**config.mk**
```make
export PLATFORM = sky130hd
export DESIGN_NAME = pll_reconfig_seq_flat
export DESIGN_NICKNAME = d
export VERILOG_FILES = /design/src/rtl/pll_reconfig_seq_if.sv /design/src/rtl/pll_reconfig_seq.sv /design/src/flat_wrapper.sv
export SDC_FILE = /design/constraint.sdc
export NUM_CORES = 1
export LEC_CHECK = 0
export ABC_CLOCK_PERIOD_IN_PS = 1900
export CAP_MARGIN = 20
export CORE_MARGIN = 8
export CORE_UTILIZATION = 40
export CTS_CLUSTER_DIAMETER = 80
export DETAILED_ROUTE_END_ITERATION = 12
export DONT_BUFFER_PORTS = 1
export GPL_ROUTABILITY_DRIVEN = 0
export GPL_TIMING_DRIVEN = 0
export MAX_ROUTING_LAYER = met4
export PLACE_DENSITY = 0.57
export SYNTH_ARGS = -nofsm -noshare
export SYNTH_HDL_FRONTEND = slang
export SYNTH_SLANG_ARGS = --single-unit
```
**constraint.sdc**
```tcl
create_clock -name clk -period 1.9 [get_ports clk]
set_input_delay 0.285 -clock clk [delete_from_list [all_inputs] [get_ports clk]]
set_output_delay 0.285 -clock clk [all_outputs]
set_load 0.01 [all_outputs]
```
**src/rtl/pll_reconfig_seq_if.sv**
```systemverilog
// Handshake bundle between the mode-select logic, the per-mode table ROM and the PLL
// reconfiguration FIFO. "master" is the sequencer side, "slave" the surrounding system.
interface pll_reconfig_seq_if #(
  parameter int unsigned MODE_W = 2
);
  logic                req;
  logic [MODE_W-1:0]   mode;
  logic [MODE_W+5:0]   tbl_addr;
  logic [37:0]         tbl_data;
  logic [5:0]          pll_addr;
  logic [31:0]         pll_value;
  logic                pll_write;
  logic                pll_busy;
  logic                busy;
  logic                done;

  modport master (
    input  req, mode, tbl_data, pll_busy,
    output tbl_addr, pll_addr, pll_value, pll_write, busy, done
  );

  modport slave (
    output req, mode, tbl_data, pll_busy,
    input  tbl_addr, pll_addr, pll_value, pll_write, busy, done
  );
endinterface

```
**src/rtl/pll_reconfig_seq.sv**
```systemverilog
// PLL reconfiguration sequencer: mode write, NUM_WORDS table writes, start write, settle, done.
// Requests arriving while busy are held as a single pending request (last mode wins).
module pll_reconfig_seq #(
  parameter int unsigned MODE_W        = 2,
  parameter int unsigned NUM_WORDS     = 8,
  parameter int unsigned SETTLE_CYCLES = 1024
) (
  input logic                clk,
  input logic                reset,
  pll_reconfig_seq_if.master bus
);

  localparam int unsigned     TblAddrW   = MODE_W + 6;
  localparam int unsigned     CntW       = $clog2(SETTLE_CYCLES) + 1;
  localparam logic [5:0]      LastIdx    = 6'(NUM_WORDS - 1);
  localparam logic [CntW-1:0] SettleLoad = CntW'(SETTLE_CYCLES - 1);

  typedef enum logic [2:0] {
    StIdle, StModeWr, StFetch, StDataWr, StStartWr, StSettle, StDone
  } state_e;

  state_e              state_q, state_d;
  logic [5:0]          idx_q, idx_d;
  logic [TblAddrW-1:0] tbl_addr_q, tbl_addr_d;
  logic                pend_q, pend_d;
  logic [MODE_W-1:0]   pend_mode_q, pend_mode_d;
  logic [CntW-1:0]     cnt_q, cnt_d;
  logic                busy_q, busy_d;
  logic                done_q, done_d;

  logic                wr_state;
  logic                accept;
  logic                start;
  logic [MODE_W-1:0]   start_mode;

  function automatic logic [TblAddrW-1:0] base_addr(input logic [MODE_W-1:0] m);
    return TblAddrW'(m) * TblAddrW'(NUM_WORDS);
  endfunction

  // The FIFO strobe is gated by pll_busy in the same cycle so a full FIFO never sees a write.
  assign wr_state = (state_q == StModeWr) || (state_q == StDataWr) || (state_q == StStartWr);
  assign accept   = wr_state && !bus.pll_busy;

  assign bus.pll_write = accept;
  assign bus.pll_addr  = (state_q == StDataWr)  ? bus.tbl_data[37:32] :
                         (state_q == StStartWr) ? 6'd2 : 6'd0;
  assign bus.pll_value = (state_q == StDataWr)  ? bus.tbl_data[31:0] : 32'd0;
  assign bus.tbl_addr  = tbl_addr_q;
  assign bus.busy      = busy_q;
  assign bus.done      = done_q;

  always_comb begin
    state_d     = state_q;
    idx_d       = idx_q;
    tbl_addr_d  = tbl_addr_q;
    pend_d      = pend_q;
    pend_mode_d = pend_mode_q;
    cnt_d       = cnt_q;
    busy_d      = busy_q;
    done_d      = 1'b0;
    start       = 1'b0;
    start_mode  = bus.req ? bus.mode : pend_mode_q;

    if (bus.req && (state_q != StIdle)) begin
      pend_d      = 1'b1;
      pend_mode_d = bus.mode;
    end

    unique case (state_q)
      StIdle: start = bus.req || pend_q;
      StModeWr: begin
        if (accept) state_d = StFetch;
      end
      // tbl_addr is already stable; this cycle covers the registered ROM latency.
      StFetch: state_d = StDataWr;
      StDataWr: begin
        if (accept) begin
          if (idx_q == LastIdx) begin
            state_d = StStartWr;
          end else begin
            idx_d      = idx_q + 6'd1;
            tbl_addr_d = tbl_addr_q + TblAddrW'(1);
            state_d    = StFetch;
          end
        end
      end
      StStartWr: begin
        if (accept) begin
          cnt_d   = SettleLoad;
          state_d = StSettle;
        end
      end
      StSettle: begin
        if (cnt_q == '0) begin
          state_d = StDone;
          done_d  = 1'b1;
          busy_d  = 1'b0;
        end else begin
          cnt_d = cnt_q - CntW'(1);
        end
      end
      StDone: begin
        start = bus.req || pend_q;
        if (!start) state_d = StIdle;
      end
      default: state_d = StIdle;
    endcase

    if (start) begin
      state_d    = StModeWr;
      busy_d     = 1'b1;
      idx_d      = '0;
      tbl_addr_d = base_addr(start_mode);
      pend_d     = 1'b0;
    end
  end

  always_ff @(posedge clk) begin
    if (reset) begin
      state_q     <= StIdle;
      idx_q       <= '0;
      tbl_addr_q  <= '0;
      pend_q      <= 1'b0;
      pend_mode_q <= '0;
      cnt_q       <= '0;
      busy_q      <= 1'b0;
      done_q      <= 1'b0;
    end else begin
      state_q     <= state_d;
      idx_q       <= idx_d;
      tbl_addr_q  <= tbl_addr_d;
      pend_q      <= pend_d;
      pend_mode_q <= pend_mode_d;
      cnt_q       <= cnt_d;
      busy_q      <= busy_d;
      done_q      <= done_d;
    end
  end

  a_no_write_when_full: assert property (@(posedge clk) disable iff (reset)
    !(bus.pll_write && bus.pll_busy));

endmodule

```
**src/flat_wrapper.sv**
```systemverilog
// flat-port wrapper written by rule: the top's interface ports become plain ports
module pll_reconfig_seq_flat 
#(
  parameter int unsigned MODE_W        = 2,
  parameter int unsigned NUM_WORDS     = 8,
  parameter int unsigned SETTLE_CYCLES = 1024
)
  (clk, reset, bus_req, bus_mode, bus_tbl_data, bus_pll_busy, bus_tbl_addr, bus_pll_addr, bus_pll_value, bus_pll_write, bus_busy, bus_done);
  pll_reconfig_seq_if #(.MODE_W(MODE_W)) bus_i ();
  input logic clk;
  input logic reset;
  input wire logic [$bits(bus_i.req)-1:0] bus_req;
  input wire logic [$bits(bus_i.mode)-1:0] bus_mode;
  input wire logic [$bits(bus_i.tbl_data)-1:0] bus_tbl_data;
  input wire logic [$bits(bus_i.pll_busy)-1:0] bus_pll_busy;
  output wire logic [$bits(bus_i.tbl_addr)-1:0] bus_tbl_addr;
  output wire logic [$bits(bus_i.pll_addr)-1:0] bus_pll_addr;
  output wire logic [$bits(bus_i.pll_value)-1:0] bus_pll_value;
  output wire logic [$bits(bus_i.pll_write)-1:0] bus_pll_write;
  output wire logic [$bits(bus_i.busy)-1:0] bus_busy;
  output wire logic [$bits(bus_i.done)-1:0] bus_done;
  assign bus_i.req = bus_req;
  assign bus_i.mode = bus_mode;
  assign bus_i.tbl_data = bus_tbl_data;
  assign bus_i.pll_busy = bus_pll_busy;
  assign bus_tbl_addr = bus_i.tbl_addr;
  assign bus_pll_addr = bus_i.pll_addr;
  assign bus_pll_value = bus_i.pll_value;
  assign bus_pll_write = bus_i.pll_write;
  assign bus_busy = bus_i.busy;
  assign bus_done = bus_i.done;
  pll_reconfig_seq #(.MODE_W(MODE_W), .NUM_WORDS(NUM_WORDS), .SETTLE_CYCLES(SETTLE_CYCLES)) u_core (.clk(clk), .reset(reset), .bus(bus_i));
endmodule
```
==> flow_metrics.py <==
metrics = {
    "yosys": {
        "synth_area_sq_mm": 0.00218,
        "syn_nets": 313,
        "yosysWarnings": 0,
        "synth-edff-count": 0,
        "syn_inst": 264,
        "ys_seq_area_frac": 0.303,
        "synthFlopType": "dfxtp_1",
        "async_reset_ff_frac": 0,
        "synth_top_area_cell": "dfxtp_1",
        "ys_types": 57,
        "synth.avg_cell_area_sq_um": 8.25,
        "yosys-top-cells-area": "dfxtp_1 30%, and2_1 13%, nor2_1 4.3%, xor2_1 3.2%, ha_1 2.9%",
        "synth-seq-cells": 33,
        "synthTopCellsByCount": "45 x and2_1, 33 x dfxtp_1, 25 x nor2_1",
        "yosys.area.top_type_share": 0.303,
        "yosysMostFrequentCell": "and2_1",
    },
    "cts": {
        "clock-sinks": 33,
        "cts_made_buffers": 5,
        "cts_tree": "built",
        "clockBufferDepth": 2,
        "clk_pin_slew_ns": 0.06,
        "clockRootBuffer": "clkbuf_8",
        "clkLatencyLatePin_ns": 0.29,
        "cts_hold_buf": 0,
        "cts_htree_levels": 2,
    },
    "place": {
        "dpl.hpwl_microns": 4670,
        "io_buffer_count": 0,
    },
    "routing": {
        "via_per_inst": 5.51,
        "drt-total-wl_microns": 5950,
        "drtIter0Drc": 66,
        "vias": 1923,
        "postRouteAntennaNets": 0,
        "wire_per_inst_microns": 17.0,
        "drt_first_pass_iters": 4,
        "drcViolationCount": 0,
    },
    "global_route": {
        "grt_pass1_wl_microns": 9560,
        "grt_pass1_vias": 1920,
        "antenna_found_initial": 0,
        "grt_use_total": 0.145,
        "grt_max_degree": 11,
        "grt_overflow": 0,
    },
    "flow_run": {
        "maxCapViolCount": 0,
    },
    "timing": {
        "fin_crit_sh": 0.959,
        "max_slew_margin": 0.517,
        "hold_viol": 0,
        "final-max-slew-violation-count": 0,
        "fin_skew_ns": 0.0105,
        "finalSetupTns_ns": 0,
        "worst_pin_slew_ns": 0.722,
        "hold_ws_ns": 0.149,
        "period_needed_ns": 1.82,
        "fmax_mhz": 549,
        "finalSetupViolations": 0,
    },
    "worst_hold_path": {
        "hold_path_class": "in2reg",
    },
    "setup_path": {
        "path_class": "reg2reg",
        "end_kind": "register",
        "critPathArrivalTime_ns": 1.99,
        "required_ns": 2.06,
        "cp_max_fo": 10,
        "start_kind": "register",
    },
    "floorplanning": {
        "core_area_sq_mm": 0.00537,
        "chipWidth_microns": 89.8,
        "ios": 93,
        "initial_core_util": 0.406,
        "die_h_microns": 89.8,
        "dieArea_sq_mm": 0.00806,
        "rows": 27,
    },
    "finish": {
        "finalCoreUtilization": 0.468,
        "area_growth_pct": 15.3,
        "drive_gt1_frac": 0.199,
        "antenna-diode-count": 0,
        "nNetsFinal": 325,
    },
    "pwr": {
        "power_density_mw_per_mm2": 1310,
        "vdd_ir_drop_max_mv": 0.449,
        "p_leak_nw": 0.955,
    },
    "run_status": {
        "outcome": "finished clean",
    },
}
[kinds of logic (layout without fill, tap and decap cells)]
kind of cell / Yosys count / in the layout / share of synthesized area
AND/OR/NAND/NOR: 137 / 137 / 0.380
AO/OA/AOI/OAI: 48 / 48 / 0.165
flip-flops: 33 / 33 / 0.303
buffers and inverters: 23 / 36 / 0.0465
XOR/XNOR: 12 / 12 / 0.0482
multiplexers: 6 / 6 / 0.0281
adder cells (fa/ha/maj): 5 / 5 / 0.0287
[layout by cell type (no fill, tap or decap), types with 5 or more instances in the layout]
cell       instances
nand2_1           13
dfxtp_1           29
clkbuf_1           5
mux2i_1            5
nand3_1            6
a311oi_1           5
and2_1            33
buf_4              8
o2111ai_1          5
xor2_1             8
nand2b_1           5
clkbuf_8           7
nor4_1             5
and2_4            12
a211oi_1           5
a21oi_1            7
nor3_1             7
nor2b_1            5
nor2_1            24
[metrics by stage]
stage	cells	instance area [sq um]	worst slack, ns	power [W]
after floorplan	264	2180	0.108	0.00211
after global placement	336	2270	-0.145	0.00241
after detailed placement	336	2270	-0.141	0.00240
after CTS	347	2480	0.00872	0.00319
after global routing	349	2510	-0.00281	0.00353
final	349	2510	0.0787	0.00330
[routing by layer]
layer	GRT usage	wire length [microns]
met1	0.178	2860
met2	0.229	2750
met3	0.0299	263
met4	0.0508	75
met5	-	0
[worst paths after layout]
check / start / to / slack (ns) / cells after the start
worst max-delay path: u_core.state_q[0]$_SDFFE_PP0P_ / u_core.state_q[1]$_SDFFE_PP0P_ / 0.08 / 5
worst min-delay path: bus_mode[0] / u_core.pend_mode_q[0]$_SDFFE_PP0P_ / 0.15 / 2
worst max register to register: u_core.state_q[0]$_SDFFE_PP0P_ / u_core.state_q[1]$_SDFFE_PP0P_ / 0.08 / 5
worst min register to register: u_core.pend_q$_SDFFE_PP0P_ / u_core.pend_q$_SDFFE_PP0P_ / 0.46 / 2
[cell type report]
cell class                 instances  area [sq um]
fill                             516          2860
multi-input combinational        208          1480
sequential                        33           666
buffer                            16          96.3
tap                               72          90.1
clock buffer                       7          86.3
timing repair buffer               5          37.5
clock inverter                     1          30.0
inverter                           7          26.3
[power by group]
part | internal, W | switching [W]
clock | 0.000428 | 0.000263
combinational | 0.000704 | 0.000925
sequential | 0.000816 | 0.000167
[state kept, by name, indices dropped and copies added (netlist names)]
signal,cells
u_core.pend_q,1
u_core.bus.busy,1
u_core.cnt_q,11
u_core.bus.tbl_addr,8
u_core.pend_mode_q,2
u_core.idx_q,6
u_core.state_q,3
u_core.bus.done,1
[critical path, cell delays in order (launching register included)]
cell and delay (ns):
dfxtp_1 0.45, buf_2 0.24, or2_1 0.19, a21oi_1 0.16, a211oi_4 0.30, mux2_1 0.36
[timing repair]
item / in CTS / in global routing
endpoints found under the setup margin: 39 / 22
setup buffers: 3 / 2
pin swaps: 1 / 4
gates resized for setup: 24 / 10
endpoints found under the hold margin: 0 / 0
No activity file was read; power rests on OpenSTA's default activity.
